### src/rtl/reset_sequencer.sv
// rtl/reset_sequencer.sv - staged system reset release with done handshakes, timeout/retry and heartbeat
module reset_sequencer #(
  parameter int NUM_STAGES     = 4,
  parameter int HOLD_CYCLES    = 16,
  parameter int TIMEOUT_CYCLES = 1024,
  parameter int MAX_RETRIES    = 2,
  parameter int HB_BIT         = 27
) (
  input  logic                          sys_clk_i,
  input  logic                          sys_rst_i,
  input  logic                          ext_rst_n_i,
  input  logic [NUM_STAGES-1:0]         stage_done_i,
  output logic [NUM_STAGES-1:0]         stage_rst_o,
  output logic                          all_done_o,
  output logic                          timeout_o,
  output logic [$clog2(NUM_STAGES):0]   fail_stage_o,
  output logic [3:0]                    retry_cnt_o,
  output logic                          fault_o,
  output logic                          heartbeat_o
);

  localparam int SW   = (NUM_STAGES > 1) ? $clog2(NUM_STAGES) : 1;
  localparam int FW   = $clog2(NUM_STAGES) + 1;
  localparam int CMAX = (HOLD_CYCLES > TIMEOUT_CYCLES) ? HOLD_CYCLES : TIMEOUT_CYCLES;
  localparam int CW   = $clog2(CMAX + 1);

  typedef enum logic [2:0] {
    ST_ASSERT,
    ST_RELEASE,
    ST_WAIT,
    ST_RUN,
    ST_FAULT
  } state_e;

  logic                  ext_meta_q, ext_sync_q;
  state_e                state_q, state_d;
  logic [SW-1:0]         stage_q, stage_d;
  logic [CW-1:0]         cnt_q, cnt_d, cnt_inc;
  logic [NUM_STAGES-1:0] rst_q, rst_d;
  logic                  all_done_q, all_done_d;
  logic                  timeout_q, timeout_d;
  logic [FW-1:0]         fail_q, fail_d;
  logic [3:0]            retry_q, retry_d;
  logic                  fault_q, fault_d;
  logic [HB_BIT:0]       hb_cnt_q, hb_cnt_d;
  logic                  hb_q, hb_d;
  logic                  ext_active;

  // Synchroniser resets to the "pin asserted" value so the system starts held.
  always_ff @(posedge sys_clk_i) begin
    if (sys_rst_i) begin
      ext_meta_q <= 1'b0;
      ext_sync_q <= 1'b0;
    end else begin
      ext_meta_q <= ext_rst_n_i;
      ext_sync_q <= ext_meta_q;
    end
  end

  assign ext_active = ~ext_sync_q;
  assign cnt_inc    = (cnt_q == {CW{1'b1}}) ? cnt_q : cnt_q + 1'b1;

  always_comb begin
    state_d   = state_q;
    stage_d   = stage_q;
    cnt_d     = cnt_q;
    rst_d     = rst_q;
    timeout_d = timeout_q;
    fail_d    = fail_q;
    retry_d   = retry_q;
    case (state_q)
      ST_ASSERT: begin
        if (cnt_q == CW'(HOLD_CYCLES - 1)) begin
          state_d = ST_RELEASE;
          stage_d = '0;
        end else begin
          cnt_d = cnt_inc;
        end
      end
      ST_RELEASE: begin
        cnt_d   = '0;
        state_d = ST_WAIT;
      end
      ST_WAIT: begin
        if (stage_done_i[stage_q]) begin
          if (stage_q == SW'(NUM_STAGES - 1)) begin
            state_d = ST_RUN;
          end else begin
            state_d = ST_RELEASE;
            stage_d = stage_q + 1'b1;
          end
        end else if (cnt_q == CW'(TIMEOUT_CYCLES - 1)) begin
          timeout_d = 1'b1;
          fail_d    = FW'(stage_q);
          if (retry_q < 4'(MAX_RETRIES)) begin
            retry_d = retry_q + 4'd1;
            state_d = ST_ASSERT;
          end else begin
            state_d = ST_FAULT;
          end
        end else begin
          cnt_d = cnt_inc;
        end
      end
      ST_RUN: begin
        if (!(&stage_done_i)) state_d = ST_ASSERT;
      end
      ST_FAULT: begin
        state_d = ST_FAULT;
      end
      default: state_d = ST_ASSERT;
    endcase

    if (ext_active) begin
      state_d = ST_ASSERT;
      retry_d = '0;
    end

    // Reset outputs follow the next state so they change in the cycle the state does.
    if (state_d == ST_ASSERT) begin
      rst_d = '1;
      if (state_q != ST_ASSERT || ext_active) cnt_d = '0;
    end
    if (state_d == ST_RELEASE) rst_d[stage_d] = 1'b0;
    if (state_d == ST_FAULT && state_q != ST_FAULT) rst_d[stage_q] = 1'b1;

    all_done_d = (state_q == ST_RUN) && (state_d == ST_RUN);
    fault_d    = (state_d == ST_FAULT);
    hb_cnt_d   = hb_cnt_q + 1'b1;
    hb_d       = (state_q == ST_FAULT) ? hb_cnt_q[HB_BIT-2] : hb_cnt_q[HB_BIT];
  end

  always_ff @(posedge sys_clk_i) begin
    if (sys_rst_i) begin
      state_q    <= ST_ASSERT;
      stage_q    <= '0;
      cnt_q      <= '0;
      rst_q      <= '1;
      all_done_q <= 1'b0;
      timeout_q  <= 1'b0;
      fail_q     <= '0;
      retry_q    <= '0;
      fault_q    <= 1'b0;
      hb_cnt_q   <= '0;
      hb_q       <= 1'b0;
    end else begin
      state_q    <= state_d;
      stage_q    <= stage_d;
      cnt_q      <= cnt_d;
      rst_q      <= rst_d;
      all_done_q <= all_done_d;
      timeout_q  <= timeout_d;
      fail_q     <= fail_d;
      retry_q    <= retry_d;
      fault_q    <= fault_d;
      hb_cnt_q   <= hb_cnt_d;
      hb_q       <= hb_d;
    end
  end

  assign stage_rst_o  = rst_q;
  assign all_done_o   = all_done_q;
  assign timeout_o    = timeout_q;
  assign fail_stage_o = fail_q;
  assign retry_cnt_o  = retry_q;
  assign fault_o      = fault_q;
  assign heartbeat_o  = hb_q;

endmodule
### config.mk
export PLATFORM = sky130hd
export DESIGN_NAME = reset_sequencer
export DESIGN_NICKNAME = d
export VERILOG_FILES = /design/src/rtl/reset_sequencer.sv
export SDC_FILE = /design/constraint.sdc
export NUM_CORES = 1
export LEC_CHECK = 0
export BUFFER_PORTS_ARGS = -buffer_cell sky130_fd_sc_hd__buf_2
export CORE_AREA = 10 10 112 114
export DETAILED_ROUTE_END_ITERATION = 8
export DIE_AREA = 0 0 122 124
export GPL_ROUTABILITY_DRIVEN = 0
export HOLD_SLACK_MARGIN = 0.15
export MAX_ROUTING_LAYER = met4
export SYNTH_ARGS = -nofsm -noshare
export SYNTH_HDL_FRONTEND = slang
export SYNTH_SLANG_ARGS = --single-unit
### constraint.sdc
create_clock -name sys_clk_i -period 4 [get_ports sys_clk_i]
set_input_delay 0.8 -clock sys_clk_i [delete_from_list [all_inputs] [get_ports sys_clk_i]]
set_output_delay 0.8 -clock sys_clk_i [all_outputs]
set_load 0.02 [all_outputs]
# == Word-level counts from Yosys, hierarchy flattened ==
# Cells that the tools add are included.
# totals
out_inout_bits,15
inputBits,7
word_cells,80
ff_bits,60
# op_classes
addsub,4
n_reduce_logical,12
bitwise_logic,5
n_lt_le_gt_ge,5
eq_ne,12
muxes,29
# op_table
op,n
$mux W11,6
$pmux W11 S3,1
$add A28 B1 Y28 const B,1
$mux W3,6
$pmux W3 S5,1
$mux W4,3
$add A11 B1 Y11 const B,1
$eq A11 B10 Y1 const B,1
$eq A11 B11 Y1 const B,1
$eq A11 B4 Y1 const B,1
$eq A3 B2 Y1 const B,3
$mux W2,4
$reduce_and A4 Y1,2
$eq A3 B1 Y1 const B,2
$eq A3 B3 Y1 const B,2
$logic_not A3 Y1,2
$lt A2 B3 Y1 const B,2
$add A4 B1 Y4 const B,1
$and A4 B4 Y4,1
$demux W1 S2,2
$ge A2 B1 Y1 const B,2
$logic_and A1 B1 Y1,4
$lt A4 B2 Y1 const B,1
$mux W1,4
12 further kinds,13

# == Longest topological paths before layout ==
# Gate-level depths: netlist of the first run.
# logic_depth
ltp_word,13
mapped_depth,8
ltp_nobuf,6

# == Worst setup path before layout of the first run ==
# No wires, ideal clock.
# synth_path
path_type,input -> register
start,in stage_done_i[3]
end,"reg rst_q[2], in the netlist stage_rst_o[2]"
cell_stages,6
setup_time_ns,0.126
t_arrival_ns,2.399
path_buffers,1
t_required_ns,3.874
setup_slack_ns,1.475
cell_sequence,mux4_2 > or2_1 > buf_6 > o311a_4 > a311oi_1 > o21ai_0
# synth_via
elab_chain_cells,13
word_cells_on_any_way,24
cone_classes,order compare: 2; eq/ne: 2; mux: 13; bitwise: 3; reduce/logical: 4
# synth_rtl
element,line_no,text
start: declaration,12,"input logic [NUM_STAGES-1:0] stage_done_i,"
$bmux W1 S2,85,if (stage_done_i[stage_q]) begin
$mux W1 (implied by the code),85,
$mux W2,85,
$pmux W2 S2,71,case (state_q)
$lt A2 B3 Y1 (implied by the code) / $ge A2 B1 Y1 (equally long branches),124,if (state_d == ST_RELEASE) rst_d[stage_d] = 1'b0;
$logic_and A1 B1 Y1 (implied by the code),124,
$mux W1 (implied by the code),124,
$demux W1 S2,124,
$not A4 Y4 (no line),--,
$and A4 B4 Y4 (no line),--,
$mux W4,124,
$or A4 B4 Y4 (no line),--,
$mux W4 (*),125,if (state_d == ST_FAULT && state_q != ST_FAULT) rst_d[stage_q] = 1'b1;
end signal: assignment,150,rst_q <= rst_d;
end: declaration,39,"logic [NUM_STAGES-1:0] rst_q, rst_d;"
# Mark *: on every way between the ends. The rest lies on a longest branch, timed or not. The select of a mux whose other input is x is not followed.
# A chain may end at the register's enable or synchronous reset.

# == Worst setup path after layout of the first run ==
# layout_path
start,in stage_done_i[3]
end,reg cnt_q[4]
# layout_via
elab_chain_cells,7
word_cells_on_any_way,12
cone_classes,mux: 10; reduce/logical: 2
# layout_rtl
element,line_no,text
$bmux W1 S2,85,
$mux W1 (implied by the code),85,
$mux W3,85,
$pmux W3 S5,71,
$mux W3,114,if (ext_active) begin
$logic_not A3 Y1,120,if (state_d == ST_ASSERT) begin
$mux W11 (*),120,
end signal: assignment,149,cnt_q <= cnt_d;
end: declaration,38,"logic [CW-1:0] cnt_q, cnt_d, cnt_inc;"
# Marked as above.

==> impl_metrics.py, run 1 <==
metrics = {
    "cts": {
        "holdBufCountCts": 0,
        "clk_pin_slew_ns": 0.07,
        "root_buffer": "clkbuf_8",
        "cts-resized-gates": 0,
        "postCtsSetupRepairBufs": 0,
        "clockBufferDepth": 2,
        "clock_latency_ns": 0.33,
        "htreeDepth": 3,
        "cts_tree": "yes",
        "clkSinkCount": 60,
        "cts_buffers": 9,
    },
    "worst_hold_path": {
        "hp-class": "reg -> reg",
        "whs_path_depth": 1,
    },
    "synth": {
        "yosys.area.top_type": "dfxtp_1",
        "synthTopCellsByArea": "dfxtp_1 (39%), nor2_1 (5.9%), xnor2_1 (5.7%), a21oi_1 (4.3%), nand2_1 (3.2%)",
        "synthesis.area_um2": 3050,
        "synth_cell_type_count": 57,
        "avgSynthCellArea_um2": 8.34,
        "ys_async_sr_fraction": 0,
        "synth_edf_count": 0,
        "synth_top_area_share": 0.393,
        "synth-xor-area-share": 0.0717,
        "synthMuxAreaShare": 0.0172,
        "synth_seq_cells": 60,
        "netlist_instances": 366,
        "synth_compound_area_frac": 0.172,
        "synthFlopType": "dfxtp_1",
        "yosys.area_share.simple": 0.289,
        "seq_area_frac_synth": 0.393,
        "synth_top_family_by_area": "simple AND/OR/NAND/NOR gates",
        "synth_nets": 376,
        "yosysWarnings": 0,
        "synthAdderAreaFrac": 0.0123,
    },
    "sta": {
        "period_share": 0.634,
        "worstMarginPinSlew_ns": 0.754,
        "grt_setup_unrepaired": "false",
        "setup_violations": 0,
        "hold_viol": 0,
        "finalCriticalPeriod_ns": 2.53,
        "maxSlewViolCount": 0,
        "relSlewSlack": 0.497,
        "fmax_ghz": 0.395,
        "fin_tns_setup_ns": 0,
        "fin_skew_ns": 0.0103,
    },
    "die": {
        "num_rows": 37,
        "die_h_um": 124,
        "die_area_um2": 15100,
        "core-area_um2": 10200,
        "start_util": 0.298,
        "ios": 22,
        "die_x_um": 122,
    },
    "worst_setup_path": {
        "critPathBufInv": 1,
        "critPathRequiredTime_ns": 4.23,
        "ff2ff_path_depth": 5,
        "critPathTopFamily": "simple AND/OR/NAND/NOR gates",
        "slowest_delay_ns": 0.55,
        "worst_setup_path_end_kind": "flip-flop",
        "path_cells": "buf_2 > mux4_2 > or2_1 > o311ai_4 > o21bai_2 > nor4_1",
        "path_class": "in -> reg",
        "slowest_stage": "mux4_2",
        "crit_fanout": 11,
        "cp_data_arrival_time_ns": 2.76,
        "crit_cells": 6,
        "crit_path_start_kind": "input pin",
    },
    "placed_design": {
        "post_dp_cell_area_um2": 3230,
        "place_hpwl_um": 5230,
        "io_buffer_count": 20,
    },
    "routing": {
        "dr.pass1.iters": 4,
        "dr.max_layer_used": "met4",
        "vias": 2695,
        "wl_met2_um": 3450,
        "wl_per_cell_um": 14.2,
        "drt_iter0_drc": 339,
        "routed-wl-met3_um": 399,
        "viasPerCell": 5.20,
        "drc": 0,
        "antenna_left": 0,
        "wl_met1_um": 3360,
        "routed_wirelength_um": 7340,
    },
    "layout": {
        "syn2layout_area_growth_pct": 12.0,
        "stdcell_area_um2": 3420,
        "fin_util": 0.334,
        "fill_cells": 1065,
        "nNetsFinal": 387,
        "drive_gt1_frac": 0.123,
        "antenna_cells": 0,
    },
    "global_routing": {
        "grt_pass1_wl_um": 12500,
        "grt_max_degree": 43,
        "antenna_found_initial": 0,
        "grt_use_total": 0.102,
        "gr-total-overflow": 0,
        "grt_pass1_vias": 2603,
    },
    "power": {
        "leakagePower_nw": 1.15,
        "internal-power_w": 0.000897,
        "power_frac_seq": 0.521,
        "powerDensity_nw_per_um2": 340,
        "ir_drop_mv": 0.194,
        "p_switching_w": 0.000264,
        "power_frac_comb": 0.020,
        "switching_share": 0.228,
        "clockPowerShare": 0.460,
    },
    "outcome": {
        "status": "finished clean",
    },
    "run": {
        "maxCapViolations": 0,
    },
}
==> kinds of logic (layout without fill, tap and decap cells) <==
kind of cell,Yosys count,in the layout
other,1,1
flip-flops,60,60
adder cells (fa/ha/maj),3,3
AND/OR/NAND/NOR,170,170
XOR/XNOR,25,25
buffers and inverters,29,45
AO/OA/AOI/OAI,74,74
multiplexers,4,4
==> stage by stage <==
stage / setup WS (ns) / instances / total power, W / hold WS (ns)
final: 1.47 / 518 / 0.00116 / 0.447
after global routing: 1.37 / 518 / 0.00121 / 0.462
after CTS: 1.50 / 518 / 0.00118 / 0.456
after detailed placement: 1.16 / 502 / 0.000641 / 0.435
after global placement: 1.25 / 502 / 0.000640 / 0.421
after floorplan: 1.48 / 366 / 0.000633 / 0.414
==> Yosys cell counts (all sizes together), types with 4 or more instances <==
library cell  count
dfxtp            60
nor2             48
a21oi            26
nand2            26
xnor2            20
nand3            18
o21ai            15
clkbuf           14
nor3             11
nand4            10
nor4             10
inv               9
and4              8
a311oi            7
nor2b             7
and3              6
buf               6
or3               6
a31oi             5
xor2              5
or2               4
==> power groups by stage <==
stage | sequential, W | combinational (W) | clock, W
final | 0.000604 | 0.0000228 | 0.000534
after floorplan | 0.000617 | 0.0000164 | 0
after global placement | 0.000618 | 0.0000220 | 0
after global routing | 0.000605 | 0.0000262 | 0.000578
after detailed placement | 0.000618 | 0.0000229 | 0
after CTS | 0.000604 | 0.0000230 | 0.000549
==> metal layers <==
metal | vias up | track usage
met5 | - | -
met4 | 0 | 0.0417
met3 | 16 | 0.0312
met2 | 75 | 0.156
met1 | 1253 | 0.123
li1 | 1351 | -
==> cells in the final DEF (no fill, tap or decap), drive strengths merged, types with 4 or more instances in the layout <==
cell	Yosys	routed
nor2	48	48
or3	6	6
nor2b	7	7
or2	4	4
nor3	11	11
clkbuf	14	10
a31oi	5	5
nor4	10	10
inv	9	9
xor2	5	5
nand3	18	18
xnor2	20	20
nand2	26	26
a311oi	7	7
and4	8	8
and3	6	6
buf	6	20
clkinv	0	4
dfxtp	60	60
a21oi	26	26
nand4	10	10
o21ai	15	15
==> cell type report <==
class,instances,area (um^2),area share
Tap cell,136,170,0.0498
Sequential cell,60,1200,0.351
Timing Repair Buffer,20,100,0.0293
Multi-Input combinational cell,277,1720,0.503
Clock inverter,6,65.1,0.0190
Inverter,9,33.8,0.00988
Clock buffer,10,128,0.0373
==> sequential cells by signal (all words and copies together), names as in the netlist <==
register	count
stage_rst_o	4
timeout_o	1
ext_meta_q	1
stage_q	2
cnt_q	11
retry_cnt_o	4
hb_cnt_q	28
all_done_o	1
heartbeat_o	1
fail_stage_o	2
ext_sync_q	1
state_q	3
fault_o	1
==> final timing paths <==
check / start / to / slack (ns)
hold / removal: ext_meta_q$_SDFF_PP0_ / ext_sync_q$_SDFF_PP0_ / 0.45
setup / recovery: stage_done_i[3] / cnt_q[4]$_SDFF_PP0_ / 1.47
hold reg to reg: ext_meta_q$_SDFF_PP0_ / ext_sync_q$_SDFF_PP0_ / 0.45
setup reg to reg: stage_q[0]$_SDFF_PP0_ / cnt_q[4]$_SDFF_PP0_ / 1.49
(Power assumes the default switching activity.)
==> run 2, diff against run 1 <==
==> constraint.sdc (replaced) <==
create_clock -name sys_clk_i -period 2.1 [get_ports sys_clk_i]
set_input_delay 0.42 -clock sys_clk_i [delete_from_list [all_inputs] [get_ports sys_clk_i]]
set_output_delay 0.42 -clock sys_clk_i [all_outputs]
set_load 0.02 [all_outputs]
==> run 2 against run 1 <==
Net effect:
- routed wire length is 7.5% higher
- register-to-register slack worse by 1.4 ns
- clock skew is 0.00094 ns lower
- global-route usage is 0.87 points higher
- clock power is 140% higher
- sequential power is 90% higher
- worst hold slack worse by 0.16 ns
- count of clock-buffer cells in the layout stayed put
- largest cell class unchanged
==> impl_metrics.py, run 2 (same netlist as run 1, synthesis figures left out) <==
metrics = {
    "worst_setup_path": {
        "crit_path_start_kind": "flip-flop",
        "cp_data_arrival_time_ns": 2.30,
        "crit_end": "cnt_q[4]$_SDFF_PP0_",
        "crit_path_start": "stage_q[0]$_SDFF_PP0_",
        "reg2reg_from": "stage_q[0]$_SDFF_PP0_",
        "timing.rr.end": "cnt_q[4]$_SDFF_PP0_",
        "r2r_slack_ns": 0.05,
        "ff2ff_path_depth": 5,
        "path_class": "reg -> reg",
        "worst_setup_path_end_kind": "flip-flop",
        "crit_fanout": 6,
        "critPathRequiredTime_ns": 2.35,
    },
    "global_routing": {
        "grt_pass1_wl_um": 13400,
        "grt_pass1_vias": 2761,
        "gr-total-overflow": 0,
        "antenna_found_initial": 0,
        "grt_max_degree": 42,
        "grt_use_total": 0.111,
    },
    "routing": {
        "wl_per_cell_um": 13.9,
        "dr.pass1.iters": 4,
        "vias": 2922,
        "drc": 0,
        "antenna_left": 0,
        "drt_iter0_drc": 322,
        "routed_wirelength_um": 7890,
        "viasPerCell": 5.15,
    },
    "die": {
        "die_h_um": 124,
        "ios": 22,
        "num_rows": 37,
        "die_x_um": 122,
        "core-area_um2": 10200,
        "start_util": 0.298,
        "die_area_um2": 15100,
    },
    "placed_design": {
        "place_hpwl_um": 5680,
        "post_dp_cell_area_um2": 3590,
        "io_buffer_count": 20,
        "pre_cts_ws_ns": -0.251,
        "dp.cells": 549,
    },
    "layout": {
        "largest_register_ffs": 28,
        "drive_gt1_frac": 0.251,
        "antenna_cells": 0,
        "stdcell_area_um2": 3920,
        "final_common_cell": "dfxtp_1",
        "layoutNonFillerInstCount": 567,
        "syn2layout_area_growth_pct": 28.5,
        "top_regs": "hb_cnt_q: 28 flops, cnt_q: 11 flops",
        "regMostFlops": "hb_cnt_q",
        "layout_common_cells": "dfxtp_1 (59), nor2_1 (47), buf_4 (47)",
        "nNetsFinal": 436,
    },
    "sta": {
        "fin_skew_ns": 0.00935,
        "hold_viol": 0,
        "finalCriticalPeriod_ns": 2.05,
        "fmax_ghz": 0.489,
        "period_share": 0.974,
        "fin_tns_setup_ns": 0,
        "maxSlewViolCount": 0,
        "setup_violations": 0,
        "setup_slack_ns": 0.0544,
    },
    "outcome": {
        "status": "finished clean",
    },
    "power": {
        "powerDensity_nw_per_um2": 638,
        "leakagePower_nw": 1.44,
        "totalPowerFinal_w": 0.00250,
        "ir_drop_mv": 0.336,
    },
    "cts": {
        "clock_latency_ns": 0.34,
        "cts_buffers": 9,
        "htreeDepth": 3,
        "root_buffer": "clkbuf_8",
        "clockBufferDepth": 2,
        "clkSinkCount": 60,
        "clk_pin_slew_ns": 0.07,
        "cts_tree": "yes",
    },
    "run": {
        "maxCapViolations": 0,
    },
    "worst_hold_path": {
        "hp-class": "in -> reg",
    },
}
-- run 2: layout make-up --
type / count / area (um^2)
multi-input cells: 278 / 1800
clock buffers: 10 / 138
fillers: 1057 / 6310
flip-flops and latches: 60 / 1200
inverters: 9 / 33.8
well taps: 136 / 170
clock inverters: 6 / 111
repair buffers: 68 / 473
-- run 2: per-layer routing --
metal  global-route usage  share of wire
met3               0.0367          0.060
met1                0.137           0.46
met5                    -              0
met2                0.173           0.47
met4               0.0209         0.0095
-- run 2: timing repair --
action,CTS,global route
pin swaps,0,3
setup endpoints to repair,5,9
hold buffers,0,0
gates resized for setup,2,14
setup buffers,0,1
cloned,0,1
-- run 2: worst min-delay path by stage --
stage,start,endpoint,slack (ns),cells past startpoint
after floorplan,ext_meta_q$_SDFF_PP0_,ext_sync_q$_SDFF_PP0_,0.41,1
after global placement,ext_meta_q$_SDFF_PP0_,ext_sync_q$_SDFF_PP0_,0.42,1
after detailed placement,ext_meta_q$_SDFF_PP0_,ext_sync_q$_SDFF_PP0_,0.44,1
after CTS,ext_rst_n_i,ext_meta_q$_SDFF_PP0_,0.27,2
after global routing,ext_rst_n_i,ext_meta_q$_SDFF_PP0_,0.29,2
final,ext_rst_n_i,ext_meta_q$_SDFF_PP0_,0.29,2
-- run 2: worst max-delay path: stages (launching register included) --
cell and delay (ns):
dfxtp_2 0.35, mux4_2 0.52, or2_4 0.31, o311ai_4 0.34, o21bai_4 0.16, nor4_2 0.29
-- run 2: metrics by stage --
stage,util,hold WS (ns)
global route,0.384,0.288
detailed placement,0.351,0.441
CTS,0.377,0.271
finish,0.384,0.288
global placement,0.351,0.417
floorplan,-,0.414
-- run 2: power by group --
| group | internal [W] | switching [W] | leakage, nW | total, W |
|---|---|---|---|---|
| Clock | 0.000820 | 0.000479 | 0.122 | 0.00130 |
| Combinational | 0.0000215 | 0.0000308 | 0.830 | 0.0000523 |
| Sequential | 0.00114 | 0.00000720 | 0.485 | 0.00115 |
| Total | 0.00199 | 0.000517 | 1.44 | 0.00250 |
==> run 3, diff against run 2 <==
--- a/config.mk
+++ b/config.mk
@@ -5,10 +5,10 @@
 export SDC_FILE = /design/constraint.sdc
 export NUM_CORES = 1
 export LEC_CHECK = 0
-export BUFFER_PORTS_ARGS = -buffer_cell sky130_fd_sc_hd__buf_2
 export CORE_AREA = 10 10 112 114
 export DETAILED_ROUTE_END_ITERATION = 8
 export DIE_AREA = 0 0 122 124
+export DONT_BUFFER_PORTS = 1
 export GPL_ROUTABILITY_DRIVEN = 0
 export HOLD_SLACK_MARGIN = 0.15
 export MAX_ROUTING_LAYER = met4
==> run 3 against run 2 <==
Net effect:
- core utilization is 1.8 points lower
- design area shrank 4.8%
- sequential power is essentially flat
- worst hold slack lost 0.096 ns
- highest routed layer unchanged
==> impl_metrics.py, run 3 (same netlist as run 1, synthesis figures left out) <==
metrics = {
    "outcome": {
        "status": "finished clean",
    },
    "routing": {
        "drc": 0,
        "vias": 2839,
        "antenna_left": 0,
        "wl_per_cell_um": 14.9,
        "viasPerCell": 5.22,
        "drt_iter0_drc": 278,
        "routed_wirelength_um": 8120,
        "dr.pass1.iters": 5,
    },
    "die": {
        "die_h_um": 124,
        "num_rows": 37,
        "core-area_um2": 10200,
        "die_x_um": 122,
        "ios": 22,
        "start_util": 0.298,
        "die_area_um2": 15100,
    },
    "worst_setup_path": {
        "slowest_stage": "mux4_2",
        "cp_data_arrival_time_ns": 2.26,
        "critPathTopFamily": "compound AO/OA/AOI/OAI gates",
        "crit_path_start_kind": "flip-flop",
        "ff2ff_path_depth": 5,
        "critPathRequiredTime_ns": 2.33,
        "crit_fanout": 6,
        "slowest_delay_ns": 0.51,
        "path_class": "reg -> reg",
        "path_cells": "mux4_2 > or2_4 > o311a_4 > a311oi_1 > o21ai_1",
        "crit_cells": 5,
        "reg2reg_from": "stage_q[0]$_SDFF_PP0_",
        "worst_setup_path_end_kind": "flip-flop",
        "crit_path_start": "stage_q[0]$_SDFF_PP0_",
        "critPathBufInv": 0,
    },
    "layout": {
        "regMostFlops": "hb_cnt_q",
        "drive_gt1_frac": 0.196,
        "largest_register_ffs": 28,
        "syn2layout_area_growth_pct": 22.3,
        "antenna_cells": 0,
        "layout_common_cells": "dfxtp_1 (59), nor2_1 (48), buf_4 (45)",
        "final_common_cell": "dfxtp_1",
        "top_regs": "hb_cnt_q: 28 flops, cnt_q: 11 flops",
        "fin_util": 0.365,
        "nNetsFinal": 413,
        "layoutNonFillerInstCount": 544,
    },
    "global_routing": {
        "gr-total-overflow": 0,
        "antenna_found_initial": 0,
        "grtUsageMet1": 0.131,
        "use_met2": 0.177,
        "use_met3": 0.0344,
        "grt_pass1_vias": 2734,
        "grt_max_degree": 37,
        "grt_pass1_wl_um": 13300,
        "busiest_layer": "met2",
        "grt_use_total": 0.112,
    },
    "placed_design": {
        "place_hpwl_um": 5910,
        "dp.cells": 527,
        "pre_cts_ws_ns": -0.0769,
        "io_buffer_count": 0,
    },
    "power": {
        "leakagePower_nw": 1.32,
        "powerDensity_nw_per_um2": 612,
        "ir_drop_mv": 0.358,
        "totalPowerFinal_w": 0.00229,
    },
    "cts": {
        "clkSinkCount": 60,
        "postCtsSetupRepairBufs": 0,
        "clock_latency_ns": 0.35,
        "htreeDepth": 3,
        "clk_pin_slew_ns": 0.08,
        "clockBufferDepth": 2,
        "cts_tree": "yes",
        "root_buffer": "clkbuf_8",
        "cts_buffers": 9,
    },
    "sta": {
        "setup_violations": 0,
        "fin_tns_setup_ns": 0,
        "setup_slack_ns": 0.0676,
        "maxSlewViolCount": 0,
        "hold_viol": 0,
        "period_share": 0.968,
        "finalCriticalPeriod_ns": 2.03,
        "fmax_ghz": 0.492,
        "grt_setup_unrepaired": "true",
        "fin_skew_ns": 0.0124,
    },
    "worst_hold_path": {
        "min_from": "sys_rst_i",
        "whs_path_depth": 2,
        "hp-class": "in -> reg",
    },
    "run": {
        "maxCapViolations": 0,
    },
}
-- run 3: cell types whose count changed in the layout (fill, tap and decap cells not counted), sizes merged --
cell,previous run,this run
inv,9,11
bufinv,3,1
clkinv,2,1
buf,68,46
o21bai,2,1
clkinvlp,1,2
-- run 3: path summary, 6_finish.rpt --
check	end	slack (ns)
worst max register to register	stage_rst_o[1]$_SDFF_PP1_	0.07
worst max-delay path	stage_rst_o[1]$_SDFF_PP1_	0.07
worst min register to register	ext_sync_q$_SDFF_PP0_	0.44
worst min-delay path	stage_rst_o[0]$_SDFF_PP1_	0.19
-- run 3: metrics by stage --
| stage | area, um^2 | hold slack [ns] |
|---|---|---|
| after floorplan | 3060 | 0.414 |
| after global placement | 3470 | 0.415 |
| after detailed placement | 3470 | 0.424 |
| after CTS | 3700 | 0.183 |
| after global routing | 3730 | 0.182 |
| final | 3730 | 0.193 |
-- run 3: timing repair --
action / CTS / global route
hold endpoints to repair: 36 / 0
pin swaps: 0 / 0
setup endpoints to repair: 4 / 7
gates resized for setup: 2 / 8
hold buffers: 1 / 0
-- run 3: metal layers --
layer | vias up | wire length [um]
met1 | 1347 | 3600
met4 | 0 | 162
met5 | - | 0
li1 | 1407 | -
met3 | 18 | 480
met2 | 67 | 3870
-- run 3: where the power goes --
part,leakage [nW],switching (W),internal [W],total [W]
Sequential,0.485,0.00000688,0.00114,0.00115
Combinational,0.736,0.0000251,0.0000179,0.0000430
Clock,0.0995,0.000504,0.000590,0.00109
Total,1.32,0.000536,0.00175,0.00229
-- run 3: cell type report --
class | instances | area, um^2
Clock buffer | 10 | 138
Clock inverter | 6 | 71.3
Fill cell | 1058 | 6500
Inverter | 9 | 33.8
Multi-Input combinational cell | 277 | 1760
Sequential cell | 60 | 1200
Tap cell | 136 | 170
Timing Repair Buffer | 46 | 358
